===== src/rtl/pong_pkg.sv =====
// Shared game-controller types and defaults: state encoding, score width and
// the match/serve parameter defaults used by game_fsm_ctrl.
package pong_pkg;

    localparam int unsigned SCORE_W         = 4;
    localparam int unsigned TICK_W          = 8;
    localparam int unsigned WIN_SCORE_DEF   = 7;
    localparam int unsigned SERVE_TICKS_DEF = 60;

    typedef enum logic [2:0] {
        MENU     = 3'd0,
        SERVE    = 3'd1,
        PLAY     = 3'd2,
        PAUSE    = 3'd3,
        GAMEOVER = 3'd4
    } game_state_e;

    // Increment that never passes the limit, so scores cannot wrap.
    function automatic logic [SCORE_W-1:0] sat_inc(
        input logic [SCORE_W-1:0] v,
        input logic [SCORE_W-1:0] lim
    );
        return (v >= lim) ? lim : v + SCORE_W'(1);
    endfunction

endpackage


===== src/rtl/btn_edge.sv =====
// Two-flop synchronizer plus rising-edge pulse for one raw button.
// Edges are suppressed until the synchronizer holds a real sample, so a button
// already held when reset is released never produces a pulse.
module btn_edge (
    input  logic i_clk,
    input  logic i_rst_n,
    input  logic i_btn,
    output logic o_pulse
);

    logic       r_sync1;
    logic       r_sync2;
    logic       r_prev;
    logic [1:0] r_valid;

    always_ff @(posedge i_clk or negedge i_rst_n) begin
        if (!i_rst_n) begin
            r_sync1 <= 1'b0;
            r_sync2 <= 1'b0;
            r_prev  <= 1'b0;
            r_valid <= 2'b00;
        end else begin
            r_sync1 <= i_btn;
            r_sync2 <= r_sync1;
            r_valid <= {r_valid[0], 1'b1};
            // Until r_sync2 is valid, treat the button as "previously high".
            r_prev  <= r_sync2 | ~r_valid[1];
        end
    end

    assign o_pulse = r_valid[1] & r_sync2 & ~r_prev;

endmodule


===== src/rtl/game_fsm_ctrl.sv =====
// Pong game-flow controller: menu, serve delay, scoring and game-over.
// Optional PLAY<->PAUSE toggle is built only when GAME_PAUSE_EN is defined.
module game_fsm_ctrl
    import pong_pkg::*;
#(
    parameter int unsigned WIN_SCORE   = WIN_SCORE_DEF,
    parameter int unsigned SERVE_TICKS = SERVE_TICKS_DEF
) (
    input  logic               clk,
    input  logic               rst_n,
    input  logic               animate,
    input  logic               p1_up,
    input  logic               p1_down,
    input  logic               btn_start,
    input  logic               btn_pause,
    input  logic               p1_scored,
    input  logic               p2_scored,
    output logic [2:0]         state,
    output logic               menu_sel,
    output logic [SCORE_W-1:0] score_p1,
    output logic [SCORE_W-1:0] score_p2,
    output logic               ball_reset,
    output logic               ball_run,
    output logic               winner
);

    localparam logic [SCORE_W-1:0] WIN_L   = SCORE_W'(WIN_SCORE);
    localparam logic [TICK_W-1:0]  TICKS_L = TICK_W'(SERVE_TICKS);

    logic w_up, w_down, w_start, w_pause;

    btn_edge u_edge_up    (.i_clk(clk), .i_rst_n(rst_n), .i_btn(p1_up),     .o_pulse(w_up));
    btn_edge u_edge_down  (.i_clk(clk), .i_rst_n(rst_n), .i_btn(p1_down),   .o_pulse(w_down));
    btn_edge u_edge_start (.i_clk(clk), .i_rst_n(rst_n), .i_btn(btn_start), .o_pulse(w_start));
`ifdef GAME_PAUSE_EN
    btn_edge u_edge_pause (.i_clk(clk), .i_rst_n(rst_n), .i_btn(btn_pause), .o_pulse(w_pause));
`else
    logic w_unused_pause;
    assign w_unused_pause = btn_pause;
    assign w_pause        = 1'b0;
`endif

    game_state_e        r_state, w_state_nxt;
    logic               r_menu_sel, w_menu_nxt;
    logic [SCORE_W-1:0] r_s1, w_s1_nxt, w_s1_inc;
    logic [SCORE_W-1:0] r_s2, w_s2_nxt, w_s2_inc;
    logic               r_ball_reset, w_ball_reset_nxt;
    logic               r_ball_run, w_ball_run_nxt;
    logic               r_winner, w_winner_nxt;
    logic [TICK_W-1:0]  r_tick, w_tick_nxt;

    always_ff @(posedge clk or negedge rst_n) begin
        if (!rst_n) begin
            r_state      <= MENU;
            r_menu_sel   <= 1'b0;
            r_s1         <= '0;
            r_s2         <= '0;
            r_ball_reset <= 1'b0;
            r_ball_run   <= 1'b0;
            r_winner     <= 1'b0;
            r_tick       <= '0;
        end else begin
            r_state      <= w_state_nxt;
            r_menu_sel   <= w_menu_nxt;
            r_s1         <= w_s1_nxt;
            r_s2         <= w_s2_nxt;
            r_ball_reset <= w_ball_reset_nxt;
            r_ball_run   <= w_ball_run_nxt;
            r_winner     <= w_winner_nxt;
            r_tick       <= w_tick_nxt;
        end
    end

    always_comb begin
        w_state_nxt      = r_state;
        w_menu_nxt       = r_menu_sel;
        w_s1_nxt         = r_s1;
        w_s2_nxt         = r_s2;
        w_ball_reset_nxt = 1'b0;
        w_winner_nxt     = r_winner;
        w_tick_nxt       = r_tick;
        w_s1_inc         = sat_inc(r_s1, WIN_L);
        w_s2_inc         = sat_inc(r_s2, WIN_L);

        case (r_state)
            MENU: begin
                if (w_up && !w_down) begin
                    w_menu_nxt = 1'b1;
                end else if (w_down && !w_up) begin
                    w_menu_nxt = 1'b0;
                end
                if (w_start) begin
                    w_state_nxt      = SERVE;
                    w_s1_nxt         = '0;
                    w_s2_nxt         = '0;
                    w_tick_nxt       = '0;
                    w_ball_reset_nxt = 1'b1;
                end
            end
            SERVE: begin
                if (animate) begin
                    w_tick_nxt = r_tick + TICK_W'(1);
                    if (r_tick + TICK_W'(1) == TICKS_L) begin
                        w_state_nxt = PLAY;
                    end
                end
            end
            PLAY: begin
                // P1 wins ties: a simultaneous P2 pulse is dropped.
                if (p1_scored) begin
                    w_s1_nxt = w_s1_inc;
                    if (w_s1_inc == WIN_L) begin
                        w_state_nxt  = GAMEOVER;
                        w_winner_nxt = 1'b0;
                    end else begin
                        w_state_nxt      = SERVE;
                        w_tick_nxt       = '0;
                        w_ball_reset_nxt = 1'b1;
                    end
                end else if (p2_scored) begin
                    w_s2_nxt = w_s2_inc;
                    if (w_s2_inc == WIN_L) begin
                        w_state_nxt  = GAMEOVER;
                        w_winner_nxt = 1'b1;
                    end else begin
                        w_state_nxt      = SERVE;
                        w_tick_nxt       = '0;
                        w_ball_reset_nxt = 1'b1;
                    end
                end else if (w_pause) begin
                    w_state_nxt = PAUSE;
                end
            end
`ifdef GAME_PAUSE_EN
            PAUSE: begin
                if (w_pause) begin
                    w_state_nxt = PLAY;
                end
            end
`endif
            GAMEOVER: begin
                if (w_start) begin
                    w_state_nxt = MENU;
                end
            end
            default: begin
                w_state_nxt = MENU;
            end
        endcase

        w_ball_run_nxt = (w_state_nxt == PLAY);
    end

    assign state      = r_state;
    assign menu_sel   = r_menu_sel;
    assign score_p1   = r_s1;
    assign score_p2   = r_s2;
    assign ball_reset = r_ball_reset;
    assign ball_run   = r_ball_run;
    assign winner     = r_winner;

endmodule

===== config.mk =====
export PLATFORM = sky130hd
export DESIGN_NAME = game_fsm_ctrl
export DESIGN_NICKNAME = d
export VERILOG_FILES = /design/src/rtl/pong_pkg.sv /design/src/rtl/btn_edge.sv /design/src/rtl/game_fsm_ctrl.sv
export SDC_FILE = /design/constraint.sdc
export NUM_CORES = 1
export LEC_CHECK = 0
export CAP_MARGIN = 15
export CORE_AREA = 2 2 56 58
export CTS_BUF_LIST = sky130_fd_sc_hd__clkbuf_4
export DETAILED_ROUTE_END_ITERATION = 12
export DIE_AREA = 0 0 58 60
export PLACE_DENSITY = 0.86
export RECOVER_POWER = 100
export SLEW_MARGIN = 0
export SYNTH_ARGS = -nofsm -noshare
export SYNTH_HDL_FRONTEND = slang
export SYNTH_HIERARCHICAL = 1
export SYNTH_SLANG_ARGS = --single-unit

===== constraint.sdc =====
create_clock -name clk -period 4.8 [get_ports clk]
set_input_delay 0.48 -clock clk [delete_from_list [all_inputs] [get_ports clk]]
set_output_delay 0.48 -clock clk [all_outputs]
set_load 0.005 [all_outputs]

# == Yosys cells after proc, flatten, opt, wreduce, memory -nomap -nowiden ==
# Index checks and enable logic that the tools add are counted.
# totals
regBits,38
input_bits,9
out_inout_bits,15
elab_cells,107
# op_classes
add_sub_neg,3
n_lt_le_gt_ge,2
n_eq_ne,16
muxes,36
bitwise,15
reduce_logical,15
# op_table
cell,n
two-way mux 8 bit,6
two-way mux 3 bit,8
two-way mux 4 bit,6
case mux 8 bit (3 select lines),1
case mux 4 bit (2 select lines),2
case mux 3 bit (4 select lines),1
two-way mux 1 bit,11
inequality test 3 bit (second input constant),3
adder 4 x 1 -> 4 bit (second input constant),2
adder 8 x 1 -> 8 bit (second input constant),1
== test 4 x 3 -> 1 bit (second input constant),2
== test 8 x 6 -> 1 bit (second input constant),1
>= comparator 4 x 3 -> 1 bit (second input constant),2
inequality test 2 bit (second input constant),4
AND reduction 4 bit,2
nonzero test 2 bit,4
bitwise AND 1 bit,6
== test 3 x 2 -> 1 bit (second input constant),2
inverter 1 bit,6
AND reduction 6 bit,1
inequality test 2 x 1 -> 1 bit (second input constant),2
== test 3 x 1 -> 1 bit (second input constant),1
== test 3 bit (second input constant),1
logical NOT 3 bit,1
7 further kinds,11

# == Longest topological paths before layout ==
# Gate-level depths: netlist (run 1).
# depth
depth_word,8
depth_mapped,6
depth_no_buf,6

# == Hierarchy ==
# Netlist (run 1), hierarchy kept.
# modules_own_cells
module,instances,cells_each,area_per_inst_um2,seq_area_each_um2
game_fsm_ctrl,1,131,1228.7,575.6
btn_edge,3,8,143.9,125.1

# == Worst setup path after synthesis (run 1) ==
# OpenSTA, ideal clock, no wires.
# synth_timing
path_kind,reg-to-reg
startpoint,"register r_s1[0], in the netlist score_p1[0]"
endpoint,register r_tick[7]
setup_ps,124
arrival_ps,1743
required_time_ps,4676
setup_slack_ps,2933
stages_incl_launch_ff,7
n_path_buf,0
synth_period_minus_slack_ps,1867
path_cell_list,dfrtp_1 > ha_1 > nor2b_1 > o311ai_2 > o21ai_2 > a21o_1 > a211o_1
# synth_via
elab_chain_len,5
word_cells_on_any_way,6
cone_classes,add/sub (1); order compare (1); eq/ne (2); mux (1); reduce/logical (1)
# synth_rtl
element,line,source
start: declaration,game_fsm_ctrl.sv:45,"logic [SCORE_W-1:0] r_s1, w_s1_nxt, w_s1_inc;"
start signal: assignment,game_fsm_ctrl.sv:65,r_s1 <= w_s1_nxt;
adder 4 x 1 -> 4 bit / >= comparator 4 x 3 -> 1 bit (equally long branches),pong_pkg.sv:23,return (v >= lim) ? lim : v + SCORE_W'(1);
two-way mux 4 bit *,pong_pkg.sv:23,
== test 4 x 3 -> 1 bit *,game_fsm_ctrl.sv:112,if (w_s1_inc == WIN_L) begin
inequality test 3 bit (no line) *,--,
AND reduction 6 bit (no line) *,--,
end signal: assignment,game_fsm_ctrl.sv:70,r_tick <= w_tick_nxt;
end: declaration,game_fsm_ctrl.sv:50,"logic [TICK_W-1:0] r_tick, w_tick_nxt;"
# Mark *: on every way between the ends. The rest lies on a longest branch, timed or not.
# A chain may end at the register's enable or synchronous reset.

# == Worst setup path after layout (run 1) ==
# Ends and elaborated chain as after synthesis.

==> qor.json, run 1 <==
{
  "clock_network": {
    "cts_hold_repair.buffers": 0,
    "post-cts-setup-buffer-count": 0,
    "cts_max_level": 2,
    "ctsLongestPathBuffers": 2,
    "buffer_cell_driving_the_clock_tree_root": "sky130_fd_sc_hd__clkbuf_4",
    "cts_num_sinks": 38,
    "cts_tree": "built",
    "clock_insertion_delay_worst_skew_ns": 0.36,
    "cts.reportedPaths.clkPinSlew_ns": 0.12,
    "post_cts_resize_count": 0,
    "tritoncts.num_buffers": 5
  },
  "detailed_routing": {
    "drt_drc_violations_left": 0,
    "post_detailed_routing_wire_length_mm": 3.43,
    "drtIter0Drc": 64,
    "drt.antenna.violating_nets": 0,
    "first_pass_iters": 4,
    "detail_route.wl_per_cell_um": 15.8,
    "detailroute.via_count": 1283,
    "via_per_inst": 5.91
  },
  "synth": {
    "number_of_flops_mapped_to_enable_cells_by_yosys": 0,
    "synth_compound_area_share_pct": 15.2,
    "syn-mean-instance-area_um2": 10.7,
    "mappedNetlistArea_um2": 1660,
    "xor_xnor_cell_area_share_of_the_yosys_netlist_pct": 0,
    "synth-warning-count": 6,
    "synth_top_family_by_area": "simple AND/OR/NAND/NOR gates",
    "synth_fa_ha_area_share_pct": 3.01,
    "syn_inst": 155,
    "post_synth_num_cell_types": 40,
    "postSynthNetCount": 168,
    "yosys.area_share.simple_pct": 21.2,
    "synth-main-ff-cell": "sky130_fd_sc_hd__dfrtp_1",
    "synth_sequential_area_ratio_pct": 57.3,
    "synth.mux.area_fraction_pct": 1.28,
    "synth-seq-cells": 38,
    "synthArstFlopShare_pct": 100
  },
  "global_route": {
    "grt_start_max_net_pins": 39,
    "grt-ovfl-total": 0,
    "via_count_of_the_first_global_routing_pass": 1312,
    "grt_usage_pct": 22.6,
    "number_of_antenna_violations_at_the_first_check_in_global_routing": 0,
    "global_route_wire_length_before_repair_mm": 5.73
  },
  "power_and_ir_drop": {
    "power_report.internal_total_uw": 599,
    "netSwitchingFraction_pct": 28.6,
    "clockPowerShare_pct": 33.2,
    "share_comb_of_total_power_pct": 17.3,
    "power_density_nw_per_um2": 419,
    "sum_of_internal_switching_and_leakage_power_uw": 838,
    "worst_vdd_rail_ir_drop_mv": 0.388,
    "seq_power_share_pct": 49.5,
    "power_switching_uw": 239,
    "leakage_uw": 0.000917
  },
  "finish": {
    "final_common_cell": "sky130_fd_sc_hd__dfrtp_1",
    "total_inserted_antenna_cells": 0,
    "layout_common_cells": "sky130_fd_sc_hd__dfrtp_1 (38), sky130_fd_sc_hd__dlygate4sd3_1 (18), sky130_fd_sc_hd__o21ai_0 (12)",
    "fillCellCount": 237,
    "finish.cell_count_without_fillers": 217,
    "area_growth_from_synthesis_to_layout_pct": 20.6,
    "layout.nets": 196,
    "seqCellArea_um2": 951,
    "final_area_um2": 2000,
    "fraction_of_layout_cells_with_a_size_suffix_above_1_pct": 5.98,
    "multi_input_comb_area_um2": 671
  },
  "worst_hold_path": {
    "hold_path_class": "flop to flop"
  },
  "setup_path": {
    "worstSetupPathType": "flop to flop",
    "setup.worst_path.start_class": "flop",
    "r2r_end": "r_tick[7]$_DFFE_PN0P_",
    "worstSetupEndpointType": "flop",
    "worst_path_max_fanout": 6,
    "critPathCapture": "r_tick[7]$_DFFE_PN0P_",
    "crit_path_start": "score_p1[0]$_DFFE_PN0P_",
    "reg2reg_from": "score_p1[0]$_DFFE_PN0P_",
    "critPathRequiredTime_ns": 5.06,
    "worst-r2r-cell-count": 6,
    "setup.reg_to_reg.worst_slack_ns": 2.34,
    "crit_arrival_ns": 2.72
  },
  "placement": {
    "dpl.cell_count": 209,
    "place_congestion": 0.845,
    "dp.final_hpwl_mm": 2.40,
    "placement_cell_area_um2": 1910,
    "port_buffers": 22
  },
  "sta": {
    "layout_min_cycle_time_ns": 2.46,
    "final_max_slew_viols": 39,
    "setup_tns_ns": 0,
    "fin_hold_ws_ns": 0.362,
    "achievable-frequency_mhz": 407,
    "timing.final.setup_violations": 0,
    "grt_setup_unrepaired": "no",
    "tightest_slew_ns": 1.98,
    "final_min_period_over_clock_period_pct": 51.2,
    "hold_violations": 0,
    "final.setup_skew_ns": 0.00723,
    "timing.max_slew.rel_slack_pct": -32.0
  },
  "status": {
    "failing_checks": "max-capacitance violations, max-slew violations",
    "status": "finished with violations"
  },
  "die": {
    "initial_core_util_pct": 57.2,
    "io_pins": 24,
    "die_width_um": 58,
    "die_height_um": 60,
    "rows": 20,
    "core_region_area_um2": 2900,
    "design.die.area_um2": 3480
  },
  "job": {
    "max_cap_violations": 1
  }
}
metrics by stage:
stage                     setup WS (ns)  utilization, %
after detailed placement           2.67            65.9
final                              2.34            69.0
after CTS                          2.75            69.6
after global placement             2.69            65.9
after global routing               2.13            69.0
after floorplan                    2.93               -
flip-flops by register name, indices dropped and copies added, names as in the netlist, 2 cells and up:
signal and flops:
u_edge_up/r_valid 2, score_p1 4, state 3, u_edge_start/r_valid 2
u_edge_down/r_valid 2, r_tick 8, score_p2 4
cells by family after synthesis:
logic type / after synthesis
flops: 38
compound gates: 38
other cells: 3
simple gates: 64
fa+ha+maj: 4
buf+inv: 6
mux: 2
synthesized netlist by cell type, types with 2 or more instances:
library cell	instances	area, um^2
sky130_fd_sc_hd__nand2b_1	7	43.8
sky130_fd_sc_hd__inv_1	5	18.8
sky130_fd_sc_hd__o21ai_0	10	50.1
sky130_fd_sc_hd__nand2_1	11	41.3
sky130_fd_sc_hd__nand4_1	2	12.5
sky130_fd_sc_hd__o31ai_1	2	15.0
sky130_fd_sc_hd__nor2b_1	2	12.5
sky130_fd_sc_hd__nor2_1	11	41.3
sky130_fd_sc_hd__o2bb2ai_1	2	17.5
sky130_fd_sc_hd__a21o_1	2	15.0
sky130_fd_sc_hd__and3_1	3	18.8
sky130_fd_sc_hd__a21oi_1	11	55.1
sky130_fd_sc_hd__nand3_1	8	40.0
sky130_fd_sc_hd__nor3_1	6	30.0
sky130_fd_sc_hd__nor3b_1	2	15.0
sky130_fd_sc_hd__ha_1	4	50.1
sky130_fd_sc_hd__dfrtp_1	38	951
sky130_fd_sc_hd__and2_1	2	12.5
sky130_fd_sc_hd__conb_1	3	11.3
sky130_fd_sc_hd__and3b_1	3	26.3
sky130_fd_sc_hd__a211o_1	2	17.5
worst max-delay path, stage by stage, from the launching register on:
cell                       delay [ns]
sky130_fd_sc_hd__dfrtp_1         0.46
sky130_fd_sc_hd__ha_1            0.25
sky130_fd_sc_hd__and2_0          0.20
sky130_fd_sc_hd__o311ai_0        0.53
sky130_fd_sc_hd__o21ai_0         0.32
sky130_fd_sc_hd__a21o_1          0.31
sky130_fd_sc_hd__a211o_1         0.30
worst min path at each step:
stage / startpoint / endpoint / slack (ns) / cells after the start
6_report: u_edge_up/r_valid[0]$_DFF_PN0_ / u_edge_up/r_valid[1]$_DFF_PN0_ / 0.36 / 0
5_1_grt: u_edge_start/r_valid[0]$_DFF_PN0_ / u_edge_start/r_valid[1]$_DFF_PN0_ / 0.39 / 0
4_1_cts: rst_n / u_edge_up/r_sync1$_DFF_PN0_ / 0.22 / 1
3_5_place_dp: u_edge_up/r_valid[0]$_DFF_PN0_ / u_edge_up/r_valid[1]$_DFF_PN0_ / 0.33 / 0
3_3_place_gp: u_edge_down/r_sync1$_DFF_PN0_ / u_edge_down/r_sync2$_DFF_PN0_ / 0.33 / 0
2_1_floorplan: rst_n / ball_reset$_DFF_PN0_ / 0.18 / 0
per-layer routing:
layer,wire [um],track usage [%],share of wire (%),up-vias
li1,-,-,-,609
met1,1470,26.4,43,637
met2,1770,39.0,51,30
met3,148,7.58,4.3,7
met4,50,8.31,1.5,0
met5,0,0,0,-
final cells by class:
type,instances,area share (%)
sequential,38,47.5
multi-input combinational,111,33.5
timing repair buffer,22,10.7
clock inverter,3,3.44
tap,33,2.06
clock buffer,5,1.88
inverter,5,0.938
power by group through the flow:
| stage | clock [uW] | combinational (uW) | sequential, uW |
|---|---|---|---|
| floorplan | 0 | 98.0 | 406 |
| detailed placement | 0 | 150 | 420 |
| CTS | 281 | 151 | 414 |
| global placement | 0 | 139 | 415 |
| global route | 295 | 160 | 421 |
| finish | 278 | 145 | 415 |
Note: power is estimated with default switching activity, not from simulation.
==> run 2, diff against run 1 <==
--- a/config.mk
+++ b/config.mk
@@ -6,11 +6,11 @@
 export NUM_CORES = 1
 export LEC_CHECK = 0
 export CAP_MARGIN = 15
-export CORE_AREA = 2 2 56 58
+export CORE_AREA = 2 2 61 63
 export CTS_BUF_LIST = sky130_fd_sc_hd__clkbuf_4
 export DETAILED_ROUTE_END_ITERATION = 12
-export DIE_AREA = 0 0 58 60
-export PLACE_DENSITY = 0.86
+export DIE_AREA = 0 0 63 65
+export PLACE_DENSITY = 0.77
 export RECOVER_POWER = 100
 export SLEW_MARGIN = 0
 export SYNTH_ARGS = -nofsm -noshare
==> constraint.sdc (replaced) <==
create_clock -name clk -period 2.1 [get_ports clk]
set_input_delay 0.21 -clock clk [delete_from_list [all_inputs] [get_ports clk]]
set_output_delay 0.21 -clock clk [all_outputs]
set_load 0.005 [all_outputs]
==> run 2 against run 1 <==
Against the previous run: the flow now finishes without violations; sequential power up 130%; first-iteration DRC count down 11%; sequential cell count unchanged; combinational power rose by 130%; worst setup slack got worse by 2.2 ns; worst hold slack got worse by 0.0050 ns; utilization down 11 points; clock skew decreased by 0.0026 ns; largest cell class unchanged; largest power group unchanged.
==> qor.json, run 2 (synthesis gave the netlist of run 1 again) <==
{
  "detailed_routing": {
    "drtIter0Drc": {"value": 57, "change": "-11%"},
    "detail_route.wl_per_cell": {"value": 13.9, "unit": "um", "change": "-12%"},
    "drt_drc_violations_left": {"value": 0, "change": "unchanged"},
    "first_pass_iters": {"value": 4, "change": "unchanged"},
    "via_per_inst": {"value": 5.42, "change": "-8.3%"},
    "drt.antenna.violating_nets": {"value": 0, "change": "unchanged"},
    "post_detailed_routing_wire_length": {"value": 3.26, "unit": "mm", "change": "-5.0%"},
    "detailroute.via_count": {"value": 1269, "change": "-1.1%"}
  },
  "global_route": {
    "number_of_antenna_violations_at_the_first_check_in_global_routing": {"value": 0, "change": "unchanged"},
    "grt-ovfl-total": {"value": 0, "change": "unchanged"},
    "grt_start_max_net_pins": {"value": 39, "change": "unchanged"},
    "global_route_wire_length_before_repair": {"value": 5.81, "unit": "mm", "change": "+1.4%"},
    "via_count_of_the_first_global_routing_pass": {"value": 1317, "change": "+0.38%"},
    "grt_usage": {"value": 18.7, "unit": "%", "change": "-3.9 points"}
  },
  "setup_path": {
    "worst-r2r-cell-count": {"value": 6, "change": "unchanged"},
    "setup.reg_to_reg.worst_slack": {"value": 0.11, "unit": "ns", "change": "-2.23 ns"},
    "worst_path_max_fanout": {"value": 4, "change": "-2"},
    "reg2reg_from": "score_p1[1]$_DFFE_PN0P_",
    "setup.worst_path.start_class": "flop",
    "worstSetupPathType": "flop to flop",
    "r2r_end": "r_tick[7]$_DFFE_PN0P_",
    "critPathRequiredTime": {"value": 2.34, "unit": "ns", "change": "-2.72 ns"},
    "crit_arrival": {"value": 2.23, "unit": "ns", "change": "-0.49 ns"},
    "worstSetupEndpointType": "flop"
  },
  "die": {
    "die_width": {"value": 63, "unit": "um", "change": "+8.6%"},
    "die_height": {"value": 65, "unit": "um", "change": "+8.3%"},
    "io_pins": {"value": 24, "change": "unchanged"},
    "initial_core_util": {"value": 47.5, "unit": "%", "change": "-9.7 points"},
    "design.die.area": {"value": 4100, "unit": "um^2", "change": "+18%"},
    "core_region_area": {"value": 3500, "unit": "um^2", "change": "+20%"},
    "rows": {"value": 22, "change": "+10%"}
  },
  "sta": {
    "setup_tns": {"value": 0, "unit": "ns", "change": "unchanged"},
    "hold_violations": {"value": 0, "change": "unchanged"},
    "tightest_slew": {"value": 0.900, "unit": "ns", "change": "-1.08 ns"},
    "timing.final.setup_violations": {"value": 0, "change": "unchanged"},
    "final_min_period_over_clock_period": {"value": 94.6, "unit": "%", "change": "+43 points"},
    "layout_min_cycle_time": {"value": 1.99, "unit": "ns", "change": "-0.472 ns"},
    "final_max_slew_viols": {"value": 0, "change": "-100%"},
    "final.setup_skew": {"value": 0.00465, "unit": "ns", "change": "-0.00258 ns"},
    "grt_setup_unrepaired": "no",
    "achievable-frequency": {"value": 503, "unit": "MHz", "change": "+24%"},
    "timing.max_slew.rel_slack": {"value": 40.0, "unit": "%", "change": "+72 points"}
  },
  "finish": {
    "max_flop_register": "r_tick",
    "fillCellCount": {"value": 302, "change": "+27%"},
    "seqCellArea": {"value": 951, "unit": "um^2", "change": "unchanged"},
    "layout_common_cells": "sky130_fd_sc_hd__dfrtp_1 (38), sky130_fd_sc_hd__dlygate4sd3_1 (19)",
    "total_inserted_antenna_cells": {"value": 0, "change": "unchanged"},
    "layout.nets": {"value": 198, "change": "+1.0%"},
    "finish.utilization": {"value": 58.1, "unit": "%", "change": "-11 points"},
    "largest_reg_flops": {"value": 8, "change": "unchanged"},
    "area_growth_from_synthesis_to_layout_pct": 22.4,
    "fraction_of_layout_cells_with_a_size_suffix_above_1": {"value": 8.06, "unit": "%", "change": "+2.1 points"},
    "multi_input_comb_area": {"value": 692, "unit": "um^2", "change": "+3.2%"},
    "final_common_cell": "sky130_fd_sc_hd__dfrtp_1"
  },
  "worst_hold_path": {
    "worst_hold_path.endpoint": "u_edge_up/r_valid[1]$_DFF_PN0_",
    "hold_path_class": "flop to flop",
    "hold_path_startpoint": "u_edge_up/r_valid[0]$_DFF_PN0_",
    "timing.hold.worst_path_depth": {"value": 0, "change": "unchanged"}
  },
  "clock_network": {
    "buffer_cell_driving_the_clock_tree_root": "sky130_fd_sc_hd__clkbuf_4",
    "ctsLongestPathBuffers": {"value": 2, "change": "unchanged"},
    "tritoncts.num_buffers": {"value": 5, "change": "unchanged"},
    "clock_insertion_delay_worst_skew": {"value": 0.35, "unit": "ns", "change": "about the same"},
    "cts_num_sinks": {"value": 38, "change": "unchanged"},
    "cts_tree": "built",
    "cts_max_level": {"value": 2, "change": "unchanged"},
    "post-cts-setup-buffer-count": {"value": 0, "change": "unchanged"},
    "cts.reportedPaths.clkPinSlew": {"value": 0.11, "unit": "ns", "change": "about the same"}
  },
  "power_and_ir_drop": {
    "sum_of_internal_switching_and_leakage_power": {"value": 1760, "unit": "uW", "change": "+110%"},
    "worst_vdd_rail_ir_drop": {"value": 0.731, "unit": "mV", "change": "+88%"},
    "leakage": {"value": 0.000923, "unit": "uW", "change": "+0.66%"},
    "power_density": {"value": 867, "unit": "nW/um^2", "change": "+110%"}
  },
  "job": {
    "max_cap_violations": {"value": 0, "change": "-1"}
  },
  "placement": {
    "dp.final_hpwl": {"value": 2.29, "unit": "mm", "change": "-4.9%"},
    "place_congestion": {"value": 0.881, "change": "+4.3%"},
    "port_buffers": {"value": 22, "change": "unchanged"}
  },
  "status": {
    "status": "completed"
  }
}
run 2: timing repair:
action                     in CTS  in global routing
hold endpoints to repair       38                  0
hold buffers                    1                  0
setup endpoints to repair       0                  1
gates resized for setup         0                  1
run 2: worst max-delay path by stage:
stage                         endpoint  slack, ns                     from
2_1_floorplan    r_tick[7]$_DFFE_PN0P_       0.23  score_p1[0]$_DFFE_PN0P_
3_3_place_gp     r_tick[7]$_DFFE_PN0P_       0.20  score_p1[1]$_DFFE_PN0P_
3_5_place_dp     r_tick[7]$_DFFE_PN0P_       0.11  score_p1[1]$_DFFE_PN0P_
4_1_cts          r_tick[7]$_DFFE_PN0P_       0.05  score_p1[1]$_DFFE_PN0P_
5_1_grt        score_p2[3]$_DFFE_PN0P_       0.03       state[0]$_DFF_PN0_
6_report         r_tick[7]$_DFFE_PN0P_       0.11  score_p1[1]$_DFFE_PN0P_
run 2: layout make-up:
cell class	count	share of cell area (%)
tap	48	2.96
multi-input combinational	111	34.1
clock inverter	3	1.97
sequential	38	46.8
inverter	5	0.924
clock buffer	5	1.85
timing repair buffer	24	11.5
run 2: critical path, stage by stage, from the launching register on:
cell                       delay (ns)
sky130_fd_sc_hd__dfrtp_1         0.44
sky130_fd_sc_hd__ha_1            0.24
sky130_fd_sc_hd__and2_1          0.21
sky130_fd_sc_hd__o311ai_4        0.30
sky130_fd_sc_hd__o21ai_2         0.12
sky130_fd_sc_hd__a21o_1          0.25
sky130_fd_sc_hd__a211o_1         0.31
run 2: power breakdown:
group          leakage (uW)  switching [uW]  internal (uW)
combinational      0.000420             169            164
sequential         0.000458             108            835
clock             0.0000450             239            246
total              0.000923             517           1250
run 2: per-stage QoR:
stage	hold slack, ns	area, um^2	worst slack [ns]	std cells
finish	0.357	2030	0.114	234
CTS	0.278	2030	0.0461	234
global route	0.373	2030	0.0290	234
detailed placement	0.335	1940	0.110	225
global placement	0.332	1940	0.204	225
floorplan	-0.0856	1660	0.233	155
run 2: layer usage:
layer,global-route usage (%),up-vias,part of all wire (%)
met3,5.73,10,3.8
met4,10.0,0,3.0
met1,20.8,610,41
li1,-,618,-
met5,0,-,0
met2,32.0,31,52
==> run 3, diff against run 2 <==
--- a/config.mk
+++ b/config.mk
@@ -6,11 +6,12 @@
 export NUM_CORES = 1
 export LEC_CHECK = 0
 export CAP_MARGIN = 15
-export CORE_AREA = 2 2 61 63
+export CORE_AREA = 2 2 58 60
 export CTS_BUF_LIST = sky130_fd_sc_hd__clkbuf_4
+export CTS_CLUSTER_SIZE = 28
 export DETAILED_ROUTE_END_ITERATION = 12
-export DIE_AREA = 0 0 63 65
-export PLACE_DENSITY = 0.77
+export DIE_AREA = 0 0 60 62
+export PLACE_DENSITY = 0.81
 export RECOVER_POWER = 100
 export SLEW_MARGIN = 0
 export SYNTH_ARGS = -nofsm -noshare
==> constraint.sdc (replaced) <==
create_clock -name clk -period 1.9 [get_ports clk]
set_input_delay 0.19 -clock clk [delete_from_list [all_inputs] [get_ports clk]]
set_output_delay 0.19 -clock clk [all_outputs]
set_load 0.005 [all_outputs]
==> run 3 against run 2 <==
Against the previous run: die area shrank 9.2%; cell count grew 2.1%; register-to-register slack is essentially flat; worst setup slack gained 0.0025 ns; clock skew grew 0.0066 ns; non-clock buffer count grew 7; fmax grew 11%; final area grew 2.2%; wire length grew 5.5%; global-route usage grew 1.8 points; critical path type unchanged; critical endpoint is now state[0]$_DFF_PN0_.
==> qor.json, run 3 (synthesis gave the netlist of run 1 again) <==
{
  "status": {
    "status": "completed"
  },
  "detailed_routing": {
    "drt_drc_violations_left": {"value": 0, "change": "unchanged"},
    "first_pass_iters": {"value": 5, "change": "+1"},
    "detailroute.via_count": {"value": 1311, "change": "+3.3%"},
    "post_detailed_routing_wire_length": {"value": 3.44, "unit": "mm", "change": "+5.5%"},
    "detail_route.wl_per_cell": {"value": 14.4, "unit": "um", "change": "+3.3%"},
    "drt.antenna.violating_nets": {"value": 0, "change": "unchanged"},
    "via_per_inst": {"value": 5.49, "change": "+1.1%"},
    "drtIter0Drc": {"value": 49, "change": "-14%"}
  },
  "sta": {
    "timing.max_slew.rel_slack": {"value": 39.8, "unit": "%", "change": "-0.19 points"},
    "tightest_slew": {"value": 0.903, "unit": "ns", "change": "+0.00284 ns"},
    "final_min_period_over_clock_period": {"value": 93.9, "unit": "%", "change": "-0.70 points"},
    "setup_tns": {"value": 0, "unit": "ns", "change": "unchanged"},
    "achievable-frequency": {"value": 561, "unit": "MHz", "change": "+11%"},
    "final.setup_skew": {"value": 0.0113, "unit": "ns", "change": "+0.00661 ns"},
    "layout_min_cycle_time": {"value": 1.78, "unit": "ns", "change": "-0.203 ns"},
    "timing.final.setup_violations": {"value": 0, "change": "unchanged"},
    "final_max_slew_viols": {"value": 0, "change": "unchanged"},
    "hold_violations": {"value": 0, "change": "unchanged"},
    "grt_setup_unrepaired": "no",
    "fin_hold_ws": {"value": 0.359, "unit": "ns", "change": "+0.00162 ns"}
  },
  "clock_network": {
    "cts_max_level": {"value": 2, "change": "unchanged"},
    "cts.reportedPaths.clkPinSlew": {"value": 0.11, "unit": "ns", "change": "about the same"},
    "cts_tree": "built",
    "ctsLongestPathBuffers": {"value": 2, "change": "unchanged"},
    "cts_hold_repair.buffers": {"value": 0, "change": "-1"},
    "clock_insertion_delay_worst_skew": {"value": 0.34, "unit": "ns", "change": "about the same"},
    "cts_num_sinks": {"value": 38, "change": "unchanged"},
    "tritoncts.num_buffers": {"value": 5, "change": "unchanged"},
    "buffer_cell_driving_the_clock_tree_root": "sky130_fd_sc_hd__clkbuf_4"
  },
  "placement": {
    "place_congestion": {"value": 0.878, "change": "-0.31%"},
    "port_buffers": {"value": 22, "change": "unchanged"},
    "dp.final_hpwl": {"value": 2.45, "unit": "mm", "change": "+7.1%"}
  },
  "finish": {
    "layout_common_cells": "sky130_fd_sc_hd__dfrtp_1 (38), sky130_fd_sc_hd__dlygate4sd3_1 (17), sky130_fd_sc_hd__nand2_1 (11), sky130_fd_sc_hd__nor2_1 (11), sky130_fd_sc_hd__a21oi_1 (11)",
    "final_common_cell": "sky130_fd_sc_hd__dfrtp_1",
    "total_inserted_antenna_cells": {"value": 0, "change": "unchanged"},
    "max_flop_register": "r_tick",
    "largest_reg_flops": {"value": 8, "change": "unchanged"},
    "fraction_of_layout_cells_with_a_size_suffix_above_1": {"value": 11.4, "unit": "%", "change": "+3.3 points"},
    "area_growth_from_synthesis_to_layout_pct": 25.0,
    "layout.nets": {"value": 205, "change": "+3.5%"}
  },
  "setup_path": {
    "reg2reg_from": "score_p2[0]$_DFFE_PN0P_",
    "crit_arrival": {"value": 2.01, "unit": "ns", "change": "-0.22 ns"},
    "setup.worst_path.start_class": "flop",
    "crit_path_start": "score_p2[0]$_DFFE_PN0P_",
    "worstSetupPathType": "flop to flop",
    "worst_path_max_fanout": {"value": 5, "change": "+1"},
    "critPathRequiredTime": {"value": 2.13, "unit": "ns", "change": "-0.21 ns"},
    "worstSetupEndpointType": "flop"
  },
  "power_and_ir_drop": {
    "leakage": {"value": 0.000924, "unit": "uW", "change": "about the same"},
    "netSwitchingFraction": {"value": 31.0, "unit": "%", "change": "+1.7 points"},
    "share_comb_of_total_power": {"value": 21.0, "unit": "%", "change": "+2.1 points"},
    "clockPowerShare": {"value": 21.6, "unit": "%", "change": "-6.0 points"},
    "seq_power_share": {"value": 57.5, "unit": "%", "change": "+4.0 points"},
    "power_switching": {"value": 562, "unit": "uW", "change": "+8.9%"},
    "power_density": {"value": 875, "unit": "nW/um^2", "change": "+0.87%"},
    "worst_vdd_rail_ir_drop": {"value": 0.553, "unit": "mV", "change": "-24%"},
    "power_report.internal_total": {"value": 1250, "unit": "uW", "change": "+0.63%"}
  },
  "worst_hold_path": {
    "hold_path_class": "flop to flop",
    "hold_path_startpoint": "u_edge_down/r_sync1$_DFF_PN0_"
  },
  "die": {
    "die_height": {"value": 62, "unit": "um", "change": "-4.6%"},
    "die_width": {"value": 60, "unit": "um", "change": "-4.8%"},
    "io_pins": {"value": 24, "change": "unchanged"},
    "design.die.area": {"value": 3720, "unit": "um^2", "change": "-9.2%"},
    "core_region_area": {"value": 3180, "unit": "um^2", "change": "-9.1%"},
    "rows": {"value": 21, "change": "-4.5%"},
    "initial_core_util": {"value": 52.2, "unit": "%", "change": "+4.7 points"}
  },
  "global_route": {
    "grt_usage": {"value": 20.5, "unit": "%", "change": "+1.8 points"},
    "global_route_wire_length_before_repair": {"value": 5.49, "unit": "mm", "change": "-5.5%"},
    "number_of_antenna_violations_at_the_first_check_in_global_routing": {"value": 0, "change": "unchanged"},
    "grt_start_max_net_pins": {"value": 39, "change": "unchanged"},
    "grt-ovfl-total": {"value": 0, "change": "unchanged"},
    "via_count_of_the_first_global_routing_pass": {"value": 1244, "change": "-5.5%"}
  },
  "job": {
    "max_cap_violations": {"value": 0, "change": "unchanged"}
  }
}
-- run 3: changes by cell type in the layout (fill, tap and decap cells not counted), sizes merged --
cell           delta
clkinvlp          +1
clkbuf            +5
bufinv            -1
clkdlybuf4s50     +2
buf               +2
dlygate4sd3       -2
-- run 3: timing repair --
item / in CTS / in global routing
cloned: 0 / 0
pin swaps: 3 / 1
endpoints found under the setup margin: 2 / 5
gates resized for setup: 3 / 1
buffers inserted: 2 / 1
-- run 3: path summary, 6_finish.rpt --
| kind | endpoint | slack, ns | depth (start not counted) |
|---|---|---|---|
| worst max-delay path | state[0]$_DFF_PN0_ | 0.12 | 7 |
| worst min-delay path | u_edge_down/r_sync2$_DFF_PN0_ | 0.36 | 0 |
| worst max register to register | state[0]$_DFF_PN0_ | 0.12 | 7 |
| worst min register to register | u_edge_down/r_sync2$_DFF_PN0_ | 0.36 | 0 |
| max in group asynchronous | score_p2[3]$_DFFE_PN0P_ | 0.84 | 2 |
| min in group asynchronous | u_edge_up/r_prev$_DFF_PN0_ | 0.49 | 2 |
-- run 3: power groups by stage --
| stage | registers [uW] | logic (uW) | clock network (uW) |
|---|---|---|---|
| after floorplan | 1030 | 248 | 0 |
| after global placement | 1050 | 366 | 0 |
| after detailed placement | 1060 | 385 | 0 |
| after CTS | 1040 | 395 | 406 |
| after global routing | 1070 | 422 | 446 |
| final | 1040 | 381 | 391 |
-- run 3: cell type report --
type | count | area (um^2)
Sequential cell | 38 | 951
Timing Repair Buffer | 31 | 278
Multi-Input combinational cell | 111 | 717
Inverter | 5 | 18.8
Tap cell | 46 | 57.6
Fill cell | 246 | 1100
Clock buffer | 5 | 37.5
Clock inverter | 3 | 16.3
-- run 3: metrics by stage --
step	utilization (%)	cells	setup WS (ns)	total power, uW	instance area, um^2
after CTS	65.0	238	0.0263	1840	2070
after global placement	62.3	228	0.0416	1410	1980
after global routing	65.3	239	0.0315	1930	2080
after floorplan	-	155	0.0329	1270	1660
final	65.3	239	0.116	1820	2080
after detailed placement	62.3	228	-0.0302	1440	1980
-- run 3: layer usage --
layer | part of all wire (%) | GRT usage [%] | vias up
li1 | - | - | 634
met1 | 41 | 24.1 | 634
met2 | 53 | 35.9 | 36
met3 | 4.4 | 5.59 | 7
met4 | 1.2 | 8.25 | 0
met5 | 0 | 0 | -
-- run 3: worst max-delay path, cell delays in order (launching register included) --
cell and delay [ns]:
sky130_fd_sc_hd__dfrtp_1 0.43, sky130_fd_sc_hd__ha_1 0.32, sky130_fd_sc_hd__nand2b_1 0.08, sky130_fd_sc_hd__o2111a_1 0.27
sky130_fd_sc_hd__o21ai_2 0.17, sky130_fd_sc_hd__clkbuf_4 0.17, sky130_fd_sc_hd__o21ai_1 0.07, sky130_fd_sc_hd__o21bai_1 0.18
==> edit 1, RTL diff (config.mk and constraints of run 3) <==
Add an input register stage for `animate`, `p1_up`, `p1_down`, `btn_start`, `p1_scored` and `p2_scored`, cleared by the reset; this delays them by one clock. The other inputs are not delayed to match.
--- a/src/rtl/game_fsm_ctrl.sv
+++ b/src/rtl/game_fsm_ctrl.sv
@@ -28,9 +28,34 @@
     localparam logic [TICK_W-1:0]  TICKS_L = TICK_W'(SERVE_TICKS);
 
+    logic animate_q;
+    logic p1_up_q;
+    logic p1_down_q;
+    logic btn_start_q;
+    logic p1_scored_q;
+    logic p2_scored_q;
+
+    always_ff @(posedge clk or negedge rst_n) begin
+        if (!rst_n) begin
+            animate_q   <= '0;
+            p1_up_q     <= '0;
+            p1_down_q   <= '0;
+            btn_start_q <= '0;
+            p1_scored_q <= '0;
+            p2_scored_q <= '0;
+        end else begin
+            animate_q   <= animate;
+            p1_up_q     <= p1_up;
+            p1_down_q   <= p1_down;
+            btn_start_q <= btn_start;
+            p1_scored_q <= p1_scored;
+            p2_scored_q <= p2_scored;
+        end
+    end
+
     logic w_up, w_down, w_start, w_pause;
 
-    btn_edge u_edge_up    (.i_clk(clk), .i_rst_n(rst_n), .i_btn(p1_up),     .o_pulse(w_up));
-    btn_edge u_edge_down  (.i_clk(clk), .i_rst_n(rst_n), .i_btn(p1_down),   .o_pulse(w_down));
-    btn_edge u_edge_start (.i_clk(clk), .i_rst_n(rst_n), .i_btn(btn_start), .o_pulse(w_start));
+    btn_edge u_edge_up    (.i_clk(clk), .i_rst_n(rst_n), .i_btn(p1_up_q),     .o_pulse(w_up));
+    btn_edge u_edge_down  (.i_clk(clk), .i_rst_n(rst_n), .i_btn(p1_down_q),   .o_pulse(w_down));
+    btn_edge u_edge_start (.i_clk(clk), .i_rst_n(rst_n), .i_btn(btn_start_q), .o_pulse(w_start));
 `ifdef GAME_PAUSE_EN
     btn_edge u_edge_pause (.i_clk(clk), .i_rst_n(rst_n), .i_btn(btn_pause), .o_pulse(w_pause));
@@ -99,5 +124,5 @@
             end
             SERVE: begin
-                if (animate) begin
+                if (animate_q) begin
                     w_tick_nxt = r_tick + TICK_W'(1);
                     if (r_tick + TICK_W'(1) == TICKS_L) begin
@@ -108,5 +133,5 @@
             PLAY: begin
                 // P1 wins ties: a simultaneous P2 pulse is dropped.
-                if (p1_scored) begin
+                if (p1_scored_q) begin
                     w_s1_nxt = w_s1_inc;
                     if (w_s1_inc == WIN_L) begin
@@ -118,5 +143,5 @@
                         w_ball_reset_nxt = 1'b1;
                     end
-                end else if (p2_scored) begin
+                end else if (p2_scored_q) begin
                     w_s2_nxt = w_s2_inc;
                     if (w_s2_inc == WIN_L) begin
Function: changed (a bounded check fails within 10 cycles, from zero or initial values and one cycle with rst_n low).
==> edit 1 against run 3 <==
Largest cell class unchanged. Critical path depth unchanged. Area after synthesis increased by 12%. Clock skew decreased by 0.0018 ns. Total power increased by 31%. Highest routed layer unchanged. Hold slack improved by 0.0045 ns. The run now ends with negative setup slack left. Utilization increased by 9.2 points. Sequential cell count increased by 6. Sequential share of layout area increased by 0.70 points. Final area increased by 14%. Setup slack got worse by 0.22 ns. First-iteration DRC count increased by 20%. Wire length increased by 0.41%.
==> edit 1: results <==
set metrics [dict create \
    drive_gt1_share_pct 16.6 \
    async_flop_share_pct 100 \
    first_pass_iters 4 \
    finClkSkew_ns 0.00946 \
    worstPathMaxFanout 6 \
    detail_route.iter0.violations 59 \
    gp_congestion 0.771 \
    dpl.hpwl_mm 2.42 \
    synth.area.top_cells "dfrtp_1 (59%), nand3_1 (4.6%), ha_1 (2.7%)" \
    p_leak_nw 1.08 \
    dpl.cell_count 241 \
    via_count 1425 \
    setup_ws_ns -0.0998 \
    synth_seq_area_share_pct 59.2 \
    globalRouteTotalUtil_pct 21.4 \
    nets 217 \
    hold_class "reg2reg" \
    antenna_found_initial 0 \
    clkTransAtPathRegs_ns 0.13 \
    ir_drop_v 0.000631 \
    antenna_cells 0 \
    port_buffers 22 \
    wl_per_cell_um 13.8 \
    outcome "finished, violations left" \
    synth_cell_types 41 \
    fillers 214 \
    insertion_delay_ns 0.36 \
    clockBufferDepth 2 \
    cts_inserted_buffers 5 \
    grt_max_degree 37 \
    htreeDepth 2 \
    largest_reg_flops 8 \
    synthesis.instances 163 \
    syn_nets 176 \
    setup_violations 8 \
    failed_checks "negative setup slack" \
    grt_first_pass_wirelength_mm 5.69 \
    largest-register "r_tick" \
    grt_pass1_vias 1314 \
    cts-root-buf "clkbuf_4" \
    setup_tns_ns -0.608 \
    switching_share_pct 30.6 \
    wirelength_mm 3.45 \
    ys_warn_count 6 \
    synth_common_cells "dfrtp_1 (44), nand3_1 (17), nand2_1 (10), nor2_1 (10)" \
    slew_headroom_pct 44.7 \
]
## edit 1: metrics by stage
stage               worst slack [ns]  area [µm²]  hold WS [ns]
global placement             -0.0739        2230         0.298
floorplan                     -0.160        1860        -0.106
global route                  -0.144        2370         0.336
detailed placement            -0.121        2230         0.312
finish                       -0.0998        2370         0.363
CTS                           -0.107        2330         0.233
## edit 1: what timing repair did
action / CTS / global route
endpoints found under the hold margin: 34 / 0
hold buffers: 1 / 0
resized for setup: 2 / 7
endpoints found under the setup margin: 9 / 12
pin swaps: 3 / 4
setup buffers: 2 / 1
## edit 1: area by class of cell
type	count	area share, %
sequential	44	46.5
multi-input combinational	109	32.1
timing repair buffer	38	14.5
tap	46	2.43
clock inverter	3	1.95
clock buffer	5	1.58
inverter	6	0.950
## edit 1: final timing paths
| kind | start | to | slack, ns | cells past startpoint |
|---|---|---|---|---|
| setup reg to reg | score_p2[1] | r_tick[6] | -0.1 | 7 |
| hold / removal | u_edge_down/r_valid[0] | u_edge_down/r_valid[1] | 0.36 | 0 |
| max in group asynchronous | rst_n | u_edge_down/r_sync2 | 0.74 | 3 |
| setup / recovery | score_p2[1] | r_tick[6] | -0.1 | 7 |
| min in group asynchronous | rst_n | score_p1[2] | 0.44 | 2 |
| hold reg to reg | u_edge_down/r_valid[0] | u_edge_down/r_valid[1] | 0.36 | 0 |
## edit 1: power groups by stage
| stage | Clock, mW | Combinational [mW] | Sequential, mW |
|---|---|---|---|
| after global placement | 0 | 0.541 | 1.18 |
| after CTS | 0.611 | 0.580 | 1.16 |
| final | 0.593 | 0.610 | 1.17 |
| after detailed placement | 0 | 0.578 | 1.18 |
| after floorplan | 0 | 0.370 | 1.15 |
| after global routing | 0.650 | 0.682 | 1.19 |
## edit 1: cell families after synthesis
logic type / count (synthesis) / share of synthesized area (%)
AND/OR/NAND/NOR: 61 / 18.0
flip-flops: 44 / 59.2
AO/OA/AOI/OAI: 37 / 14.8
buffers and inverters: 10 / 2.56
adder cells (fa/ha/maj): 5 / 3.30
other: 3 / 0.605
multiplexers: 2 / 1.14
XOR/XNOR: 1 / 0.471
## edit 1: metal layers
layer | routed length (µm) | up-vias | part of all wire [%] | track usage, %
li1 | - | 671 | - | -
met1 | 1430 | 692 | 41 | 25.5
met2 | 1720 | 49 | 50 | 34.6
met3 | 194 | 13 | 5.6 | 6.42
met4 | 104 | 0 | 3.0 | 12.4
met5 | 0 | - | 0 | 0
## edit 1: critical path: stages, from the launching register on
cell and delay, ns:
dfrtp_1 0.44, ha_4 0.26, nor2b_4 0.13, maj3_2 0.32, nor3b_4 0.26, o2111ai_4 0.16, buf_12 0.17, a21o_1 0.17
==> edit 2, RTL diff (config.mk and constraints of run 3) <==
Without the edit above. Add a define of `GAME_PAUSE_EN`.
--- a/src/rtl/game_fsm_ctrl.sv
+++ b/src/rtl/game_fsm_ctrl.sv
@@ -1,4 +1,6 @@
 // Pong game-flow controller: menu, serve delay, scoring and game-over.
 // Optional PLAY<->PAUSE toggle is built only when GAME_PAUSE_EN is defined.
+`define GAME_PAUSE_EN
+
 module game_fsm_ctrl
     import pong_pkg::*;
Function: no difference found for any inputs over 10 cycles, from zero or initial values and one cycle with rst_n low; that may be too few to reach the edited logic, so the function may still have changed.
==> edit 2 against run 3 <==
The flow now finishes with violations (negative setup slack). Area after synthesis increased by 15%. Highest routed layer unchanged. Critical endpoint is now r_tick[3]. Setup slack got worse by 0.19 ns. Sequential cell count increased by 5. Sequential share of layout area decreased by 0.26 points. Final area increased by 14%. Count of clock-buffer cells in the layout increased by 1. Wire length increased by 5.1%.
Power is not compared: it rests on default switching activity, and its combinational part moved more than twofold at a synthesized area within 25%.
==> edit 2: results <==
set metrics [dict create \
    gp_congestion 0.828 \
    ys_warn_count 6 \
    first_pass_iters 4 \
    insertion_delay_ns 0.35 \
    worstPathArrival_ns 2.22 \
    cp_top_family "compound AO/OA/AOI/OAI gates" \
    worstPathMaxFanout 3 \
    largest-register "r_tick" \
    avgSynthCellArea_um2 11.2 \
    outcome "finished, violations left" \
    startpoint "score_p1[1]" \
    clockBufferDepth 2 \
    largest_reg_flops 8 \
    p_leak_nw 1.09 \
    htreeDepth 2 \
    wirelength_mm 3.61 \
    slew_headroom_pct 34.1 \
    synth.area.top_cells "dfrtp_1 (56%), a21oi_1 (3.4%), o21ai_0 (3.1%)" \
    grt_pass1_vias 1339 \
    finClkSkew_ns 0.0119 \
    ir_drop_v 0.000602 \
    grt_first_pass_wirelength_mm 5.87 \
    syn_nets 184 \
    endpoint_kind "flip-flop" \
    dpl.cell_count 243 \
    cts_inserted_buffers 5 \
    failed_checks "negative setup slack" \
    dpl.hpwl_mm 2.52 \
    path_depth 6 \
    async_flop_share_pct 100 \
    setup_ws_ns -0.0708 \
    globalRouteTotalUtil_pct 21.8 \
    synth_seq_area_share_pct 56.2 \
    nets 223 \
    setup_violations 6 \
    detail_route.iter0.violations 103 \
    setup_tns_ns -0.157 \
    r2r-end "r_tick[3]" \
    cp_slowest_cell "dfrtp_1" \
    via_count 1456 \
    synth_cell_types 46 \
    port_buffers 23 \
    drive_gt1_share_pct 17.1 \
    critPathMaxStageDelay_ns 0.41 \
    grt_max_degree 44 \
    stdcell_count 256 \
    antenna_found_initial 0 \
    clkTransAtPathRegs_ns 0.12 \
    synth_common_cells "dfrtp_1 (43), a21oi_1 (13), o21ai_0 (12)" \
    cts-root-buf "clkbuf_4" \
    hold_class "reg2reg" \
    antenna_cells 0 \
]
==> edit 2: changes by cell type in the layout (fill, tap and decap cells not counted), moves of 3 or more <==
cell | before | now
dfrtp_1 | 38 | 43
nor2b_1 | 1 | 4
nand2b_1 | 7 | 4
a31oi_1 | 0 | 5
nor3_1 | 6 | 1
buf_4 | 3 | 10
==> edit 2: cells by family (layout without fill, tap and decap cells) <==
| logic type | Yosys count | in the layout | synth area share [%] |
|---|---|---|---|
| other cells | 4 | 4 | 0.784 |
| compound gates | 47 | 47 | 16.4 |
| buf+inv | 9 | 48 | 2.75 |
| flops | 43 | 43 | 56.2 |
| fa+ha+maj | 6 | 6 | 3.73 |
| simple gates | 61 | 61 | 19.5 |
| mux | 1 | 1 | 0.588 |
==> edit 2: timing repair <==
action,CTS,global route
hold buffers,1,0
pin swaps,1,4
buffers inserted,3,2
gates resized for setup,4,7
setup endpoints to repair,9,14
endpoints found under the hold margin,43,0
==> edit 2: per-stage QoR <==
| step | area, µm² | hold slack, ns | utilization, % | worst slack (ns) |
|---|---|---|---|---|
| detailed placement | 2220 | 0.282 | 69.7 | -0.0616 |
| global placement | 2220 | 0.275 | 69.7 | -0.0296 |
| finish | 2360 | 0.358 | 74.3 | -0.0708 |
| global route | 2360 | 0.367 | 74.3 | -0.152 |
| floorplan | 1910 | -0.106 | - | -0.0423 |
| CTS | 2340 | 0.270 | 73.7 | -0.0606 |
==> edit 2: area by class of cell <==
| class | instances | area [µm²] |
|---|---|---|
| Inverter | 5 | 18.8 |
| Sequential cell | 43 | 1080 |
| Multi-Input combinational cell | 119 | 816 |
| Timing Repair Buffer | 36 | 319 |
| Clock inverter | 1 | 30.0 |
| Tap cell | 46 | 57.6 |
| Fill cell | 225 | 817 |
| Clock buffer | 6 | 45.0 |
==> edit 2: power breakdown <==
group	total, mW	internal [mW]	switching, mW
clock	0.556	0.286	0.270
combinational	1.13	0.598	0.535
sequential	1.28	1.08	0.200
total	2.97	1.96	1.01
==> edit 2: how the worst min path moves through the flow <==
stage,endpoint,startpoint,slack (ns),depth (start not counted)
after floorplan,ball_reset,rst_n,-0.11,0
after global placement,r_tick[2],rst_n,0.27,2
after detailed placement,r_tick[2],rst_n,0.28,2
after CTS,u_edge_up/r_sync1,p1_up,0.27,1
after global routing,u_edge_start/r_sync2,u_edge_start/r_sync1,0.37,0
final,u_edge_down/r_valid[1],u_edge_down/r_valid[0],0.36,0
==> edit 2: routing by layer <==
metal | vias to the layer above | GRT usage (%) | part of all wire, %
met5 | - | 0 | 0
met4 | 0 | 11.4 | 2.0
met3 | 7 | 4.55 | 4.5
met2 | 43 | 33.2 | 51
met1 | 709 | 29.8 | 42
li1 | 697 | - | -
